## src/rtl/lfsr_range_rng.sv

```systemverilog
// Free-running Fibonacci LFSR that serves unbiased bounded draws in [0, limit)
// using power-of-two masking with rejection sampling.
module lfsr_range_rng #(
  parameter int                WIDTH        = 16,
  parameter logic [WIDTH-1:0]  TAPS         = 16'hB400,
  parameter logic [WIDTH-1:0]  SEED_DEFAULT = 16'h0001,
  parameter int                OUT_WIDTH    = 8,
  parameter int                STRIDE       = 4
) (
  input  logic                 clock,
  input  logic                 reset,
  input  logic [WIDTH-1:0]     seed,
  input  logic                 seed_load,
  input  logic                 req_valid,
  input  logic [OUT_WIDTH-1:0] req_limit,
  output logic                 req_ready,
  output logic                 out_valid,
  output logic [OUT_WIDTH-1:0] out_data,
  input  logic                 out_ready,
  output logic [WIDTH-1:0]     rand_state,
  output logic [7:0]           rejects
);

  localparam int CNT_W = (STRIDE > 1) ? $clog2(STRIDE) : 1;
  localparam logic [CNT_W-1:0] CNT_RELOAD = CNT_W'(STRIDE - 1);

  typedef enum logic [1:0] {S_IDLE, S_STRIDE, S_CHECK, S_DONE} fsm_e;

  fsm_e                 fsm_q, fsm_d;
  logic [WIDTH-1:0]     state_q, state_d;
  logic [CNT_W-1:0]     cnt_q, cnt_d;
  logic [OUT_WIDTH-1:0] limit_q, limit_d;
  logic [OUT_WIDTH-1:0] mask_q, mask_d;
  logic                 out_valid_q, out_valid_d;
  logic [OUT_WIDTH-1:0] out_data_q, out_data_d;
  logic [7:0]           rejects_q, rejects_d;
  logic [OUT_WIDTH-1:0] cand;

  // An all-zero state would lock the register, so it is forced back to 1.
  function automatic logic [WIDTH-1:0] lfsr_step(input logic [WIDTH-1:0] s);
    if (s == '0) return WIDTH'(1);
    return {s[WIDTH-2:0], ^(s & TAPS)};
  endfunction

  function automatic logic [OUT_WIDTH-1:0] build_mask(input logic [OUT_WIDTH-1:0] lim);
    logic [OUT_WIDTH-1:0] m;
    if (lim == '0) return '1;
    m = lim - OUT_WIDTH'(1);
    for (int i = OUT_WIDTH - 2; i >= 0; i--) m[i] = m[i] | m[i+1];
    return m;
  endfunction

  function automatic logic [7:0] sat_inc(input logic [7:0] r);
    return (r == 8'hFF) ? r : r + 8'd1;
  endfunction

  always_comb begin
    cand        = state_q[OUT_WIDTH-1:0] & mask_q;
    state_d     = seed_load ? ((seed == '0) ? WIDTH'(1) : seed) : lfsr_step(state_q);
    fsm_d       = fsm_q;
    cnt_d       = cnt_q;
    limit_d     = limit_q;
    mask_d      = mask_q;
    out_valid_d = out_valid_q;
    out_data_d  = out_data_q;
    rejects_d   = rejects_q;
    case (fsm_q)
      S_IDLE: begin
        if (req_valid) begin
          limit_d   = req_limit;
          mask_d    = build_mask(req_limit);
          rejects_d = 8'd0;
          cnt_d     = CNT_RELOAD;
          fsm_d     = S_STRIDE;
        end
      end
      S_STRIDE: begin
        if (cnt_q == '0) fsm_d = S_CHECK;
        else             cnt_d = cnt_q - CNT_W'(1);
      end
      S_CHECK: begin
        if ((limit_q == '0) || (cand < limit_q)) begin
          out_data_d  = cand;
          out_valid_d = 1'b1;
          fsm_d       = S_DONE;
        end else begin
          rejects_d = sat_inc(rejects_q);
          cnt_d     = CNT_RELOAD;
          fsm_d     = S_STRIDE;
        end
      end
      S_DONE: begin
        if (out_ready) begin
          out_valid_d = 1'b0;
          fsm_d       = S_IDLE;
        end
      end
      default: fsm_d = S_IDLE;
    endcase
  end

  // Limit, mask and stride counter are only meaningful once a request is latched.
  always_ff @(posedge clock) begin
    cnt_q   <= cnt_d;
    limit_q <= limit_d;
    mask_q  <= mask_d;
    if (!reset) begin
      state_q     <= SEED_DEFAULT;
      fsm_q       <= S_IDLE;
      out_valid_q <= 1'b0;
      out_data_q  <= '0;
      rejects_q   <= 8'd0;
    end else begin
      state_q     <= state_d;
      fsm_q       <= fsm_d;
      out_valid_q <= out_valid_d;
      out_data_q  <= out_data_d;
      rejects_q   <= rejects_d;
    end
  end

  assign req_ready  = (fsm_q == S_IDLE);
  assign out_valid  = out_valid_q;
  assign out_data   = out_data_q;
  assign rand_state = state_q;
  assign rejects    = rejects_q;

endmodule

```

## config.mk

```make
export PLATFORM = sky130hd
export DESIGN_NAME = lfsr_range_rng
export DESIGN_NICKNAME = d
export VERILOG_FILES = /design/src/rtl/lfsr_range_rng.sv
export SDC_FILE = /design/constraint.sdc
export NUM_CORES = 1
export LEC_CHECK = 0
export BUFFER_PORTS_ARGS = -buffer_cell sky130_fd_sc_hd__buf_4
export CORE_ASPECT_RATIO = 1.4
export CORE_MARGIN = 2
export CORE_UTILIZATION = 50
export DETAILED_ROUTE_END_ITERATION = 12
export GPL_TIMING_DRIVEN = 0
export PLACE_DENSITY = 0.79
export REMOVE_ABC_BUFFERS = 1
export SLEW_MARGIN = 15
export SYNTH_ARGS = -nofsm -noshare
export SYNTH_HDL_FRONTEND = slang
export SYNTH_SLANG_ARGS = --single-unit
```

## constraint.sdc

```tcl
create_clock -name clock -period 3.1 [get_ports clock]
set_input_delay 0.31 -clock clock [delete_from_list [all_inputs] [get_ports clock]]
set_output_delay 0.31 -clock clock [all_outputs]
set_load 0.02 [all_outputs]
```

==> summary.md <==
The tools report the detailed placement HPWL as 4.158 mm. The startpoint kind of the worst setup timing path was a flip-flop. Counting tap cells, the placed design contains a total of 391 instances. The floorplan step set the die height to 89.10 um. The slowest stage of the critical path belongs to the cell sky130_fd_sc_hd__or4_1.

The number of buffers and inverters on the critical path is 0. Total negative slack: 0 ns. The die covers 5772 um2.

Buffers placed on the I/O ports in this run total 62. The most numerous cell in the Yosys netlist is sky130_fd_sc_hd__dfxtp_1. The area fraction of the dominant cell type after synthesis was 0.2709. Dividing total power by cell area gives a power density of 455.2 nW/um2. Cell area reported after detailed placement: 3088 um2. For the effective utilization at floorplan, the log shows 0.5090.

Biggest area consumer among synthesized cells: sky130_fd_sc_hd__dfxtp_1. The count of final hold-check violations came out at 0. In the final routed layout, each cell accounts on average for 13.27 um. After clock tree synthesis, the repair step resized 0 gates. The share of power burned in the clock network was 0.279; the number of I/O pins was 63. The logs give 0 for the remaining global-route overflow and 2161 for the number of vias after detailed routing. The minimum clock period is 2.577 ns, and the total track usage is 0.1849. Largest delay contributor family on the critical path: simple AND/OR/NAND/NOR gates.

The run gives 0 as the total number of yosys warnings. The run finished with clean final reports. Synthesis inferred 53 register bits. After detailed routing, the number of vias per cell comes to 5.416. Setup violations remaining at the end of the flow were counted as 0. CTS saw 53 sinks. Entering global routing, the biggest net connects 46 pins.

At the worst endpoint, the required time is 3.31 ns. The total CTS buffers was 5; the first-iteration detailed-routing DRC count was 108. Buffers added to address setup during post-CTS repair amount to 0. The filler cells instantiated in the layout total 455.

The transition time at the pin with the least slew margin is 0.7199 ns. The logs give 0 for the antenna diode count and 5081 um2 for the area of the placeable core. The finished layout cell area was 3193 um2.

Among all flip-flop cells after synthesis, the most frequent one is sky130_fd_sc_hd__dfxtp_1. Buffers inserted to repair hold after CTS numbered 0. The combinational power share is 0.177, and the number of enable-type register cells in the synthesized netlist is 18. The area growth from synthesis to final layout is 23.46%.

The highest clock rate is 0.3880 GHz, and the clock latency at the later pin of the worst-skew pair is 0.30 ns. For this design the static power due to leakage is 1.330 nW. The commonest cells after synthesis are sky130_fd_sc_hd__dfxtp_1, sky130_fd_sc_hd__nand2_1, sky130_fd_sc_hd__inv_1. The logs give 0.2407 mV for the highest ir drop seen on vdd and 274 for the gate count of the mapped netlist. Total wirelength of the detailed-routed design: 5.296 mm. The run gives 0 as the max-slew violation count. The async set or reset register ratio after synthesis came out at 0. The H-tree was split into 2 levels. Relative slew slack: 0.5191. The congestion estimate from routability-driven global placement came to 0.8283.

Ranked by total cell area, the synthesized netlist is headed by sky130_fd_sc_hd__dfxtp_1, sky130_fd_sc_hd__edfxtp_1, sky130_fd_sc_hd__ha_1. TritonCTS built the clock tree. For the worst setup path, the data arrival time is 2.79 ns. For the number of antenna violations at the first check in global routing, the log shows 0. The tools report the category of the worst setup path capture point as a flip-flop.

Die width: 64.79 um. The cell area that synthesis handed to floorplanning was 2586 um2. Max-cap violations in this run came to 0. The average footprint of a synthesized cell is 9.439 um2, and the placement row count is 31. Walking the worst path, the cells encountered are and2_1 > ha_1 > o211ai_1 > a31o_1 > a21oi_1 > nor2_1 > or4_1 > o41ai_2. The unique cell type count in the Yosys netlist was 40.

The clock slew seen by the registers of the worst setup and hold paths is 0.09 ns, and the post-route antenna net violation count is 0. After the last flow step, the layout net total stands at 372. Counting along the longest clock path gives a buffer depth of 2. The class of the worst hold path was input pin to flip-flop. Cell internal power was estimated by the tool at 0.001076 W. The via count of the first global-routing pass was 1931. In the routed design, unresolved DRC markers number 0.

The delay of the slowest critical-path stage is 0.68 ns. Type of the worst setup path: flip-flop to flip-flop. The first global-routing pass estimated 8.273 mm of wire. The filler-free cell count of the finished design was 399; the peak fanout along the critical path was 7. Share of cells above drive strength 1: 0.2312.

Setup repair after global routing left no endpoint under its margin. Switching power as a share of total power: 0.2594. On the final layout, the worst clock skew is 0.007014 ns.

For the sequential-to-total area share from yosys stat, the log shows 0.4799. In this run the clock root is driven by a sky130_fd_sc_hd__clkbuf_8. The sequential power share was 0.544; the length of the first detailed-routing pass in iterations was 4. The ratio of final minimum period to clock period is 0.8313, and the switching power total is 0.0003771 W.
## power by group through the flow
stage	combinational, W	sequential (W)	clock (W)
detailed placement	0.000258	0.000808	0
global route	0.000285	0.000797	0.000444
floorplan	0.000128	0.000821	0
finish	0.000257	0.000791	0.000405
CTS	0.000259	0.000791	0.000419
global placement	0.000252	0.000807	0
## cells by family (layout without fill, tap and decap cells)
logic type / Yosys count / after routing / synth area share
XOR/XNOR: 7 / 7 / 0.02371
flip-flops: 53 / 53 / 0.4799
multiplexers: 14 / 14 / 0.05467
AND/OR/NAND/NOR: 109 / 109 / 0.2182
adder cells (fa/ha/maj): 11 / 11 / 0.05322
AO/OA/AOI/OAI: 48 / 48 / 0.1219
buffers and inverters: 32 / 91 / 0.04838
## stage by stage
step / power (W) / util / hold WS (ns) / setup slack (ns)
detailed placement: 0.001065 / 0.6077 / 0.4410 / 0.2870
CTS: 0.001469 / 0.6277 / 0.2119 / 0.2632
global route: 0.001526 / 0.6284 / 0.2103 / 0.3980
floorplan: 0.0009494 / - / 0.3719 / 0.7164
global placement: 0.001059 / 0.6077 / 0.4392 / 0.3418
finish: 0.001453 / 0.6284 / 0.2187 / 0.5229
## placed cells by master, fill, tap and decap left out, drive strengths merged, types with 2 or more instances in the layout
master   n
o211ai   2
o32ai    5
xor2     2
nor2b   18
nand3   17
xnor2    5
a21oi   12
buf     62
nor2    11
nand2   28
nor3     3
o21ai   16
a41oi    3
mux2i   13
dfxtp   35
edfxtp  18
or3      2
clkbuf   7
inv     21
and2     8
a22oi    3
o21bai   2
nor4     9
ha      11
nand2b   2
nand4    6
## sequential cells by signal (all words and copies together) (netlist names)
register / count
fsm_q: 2
out_data: 8
rejects: 8
mask_q: 8
out_valid: 1
cnt_q: 2
rand_state: 16
limit_q: 8
## layer usage
layer | wire length (um) | share of wire | GRT usage | vias to the layer above
met3 | 157 | 0.030 | 0.02897 | 7
met1 | 2129 | 0.40 | 0.1982 | 1020
li1 | - | - | - | 1092
met5 | 0 | 0 | 0 | -
met4 | 90 | 0.017 | 0.08704 | 0
met2 | 2919 | 0.55 | 0.3524 | 42
## path summary, 6_finish.rpt
check | cells past startpoint | slack, ns | endpoint | from
max | 8 | 0.52 | rejects[7] | rand_state[3]
min | 1 | 0.22 | limit_q[1] | req_limit[1]
max reg2reg | 8 | 0.52 | rejects[7] | rand_state[3]
min reg2reg | 2 | 0.45 | out_data[6] | out_data[6]
## worst reg2reg max path, stage by stage (launching register included)
cell and delay, ns:
sky130_fd_sc_hd__dfxtp_1 0.36, sky130_fd_sc_hd__and2_1 0.20, sky130_fd_sc_hd__ha_1 0.30, sky130_fd_sc_hd__o211ai_1 0.09, sky130_fd_sc_hd__a31o_1 0.19, sky130_fd_sc_hd__a21oi_1 0.25, sky130_fd_sc_hd__nor2_1 0.09, sky130_fd_sc_hd__or4_1 0.68
sky130_fd_sc_hd__o41ai_2 0.34
## layout make-up
| cell class | count | area (um2) | area share |
|---|---|---|---|
| flip-flops and latches | 53 | 1241 | 0.3887 |
| multi-input cells | 189 | 1224 | 0.3832 |
| repair buffers | 62 | 465.4 | 0.1458 |
| clock buffers | 7 | 96.34 | 0.03017 |
| well taps | 66 | 82.58 | 0.02586 |
| inverters | 21 | 78.83 | 0.02469 |
| clock inverters | 1 | 5.005 | 0.001567 |
Power figures use the tool's default switching activity.
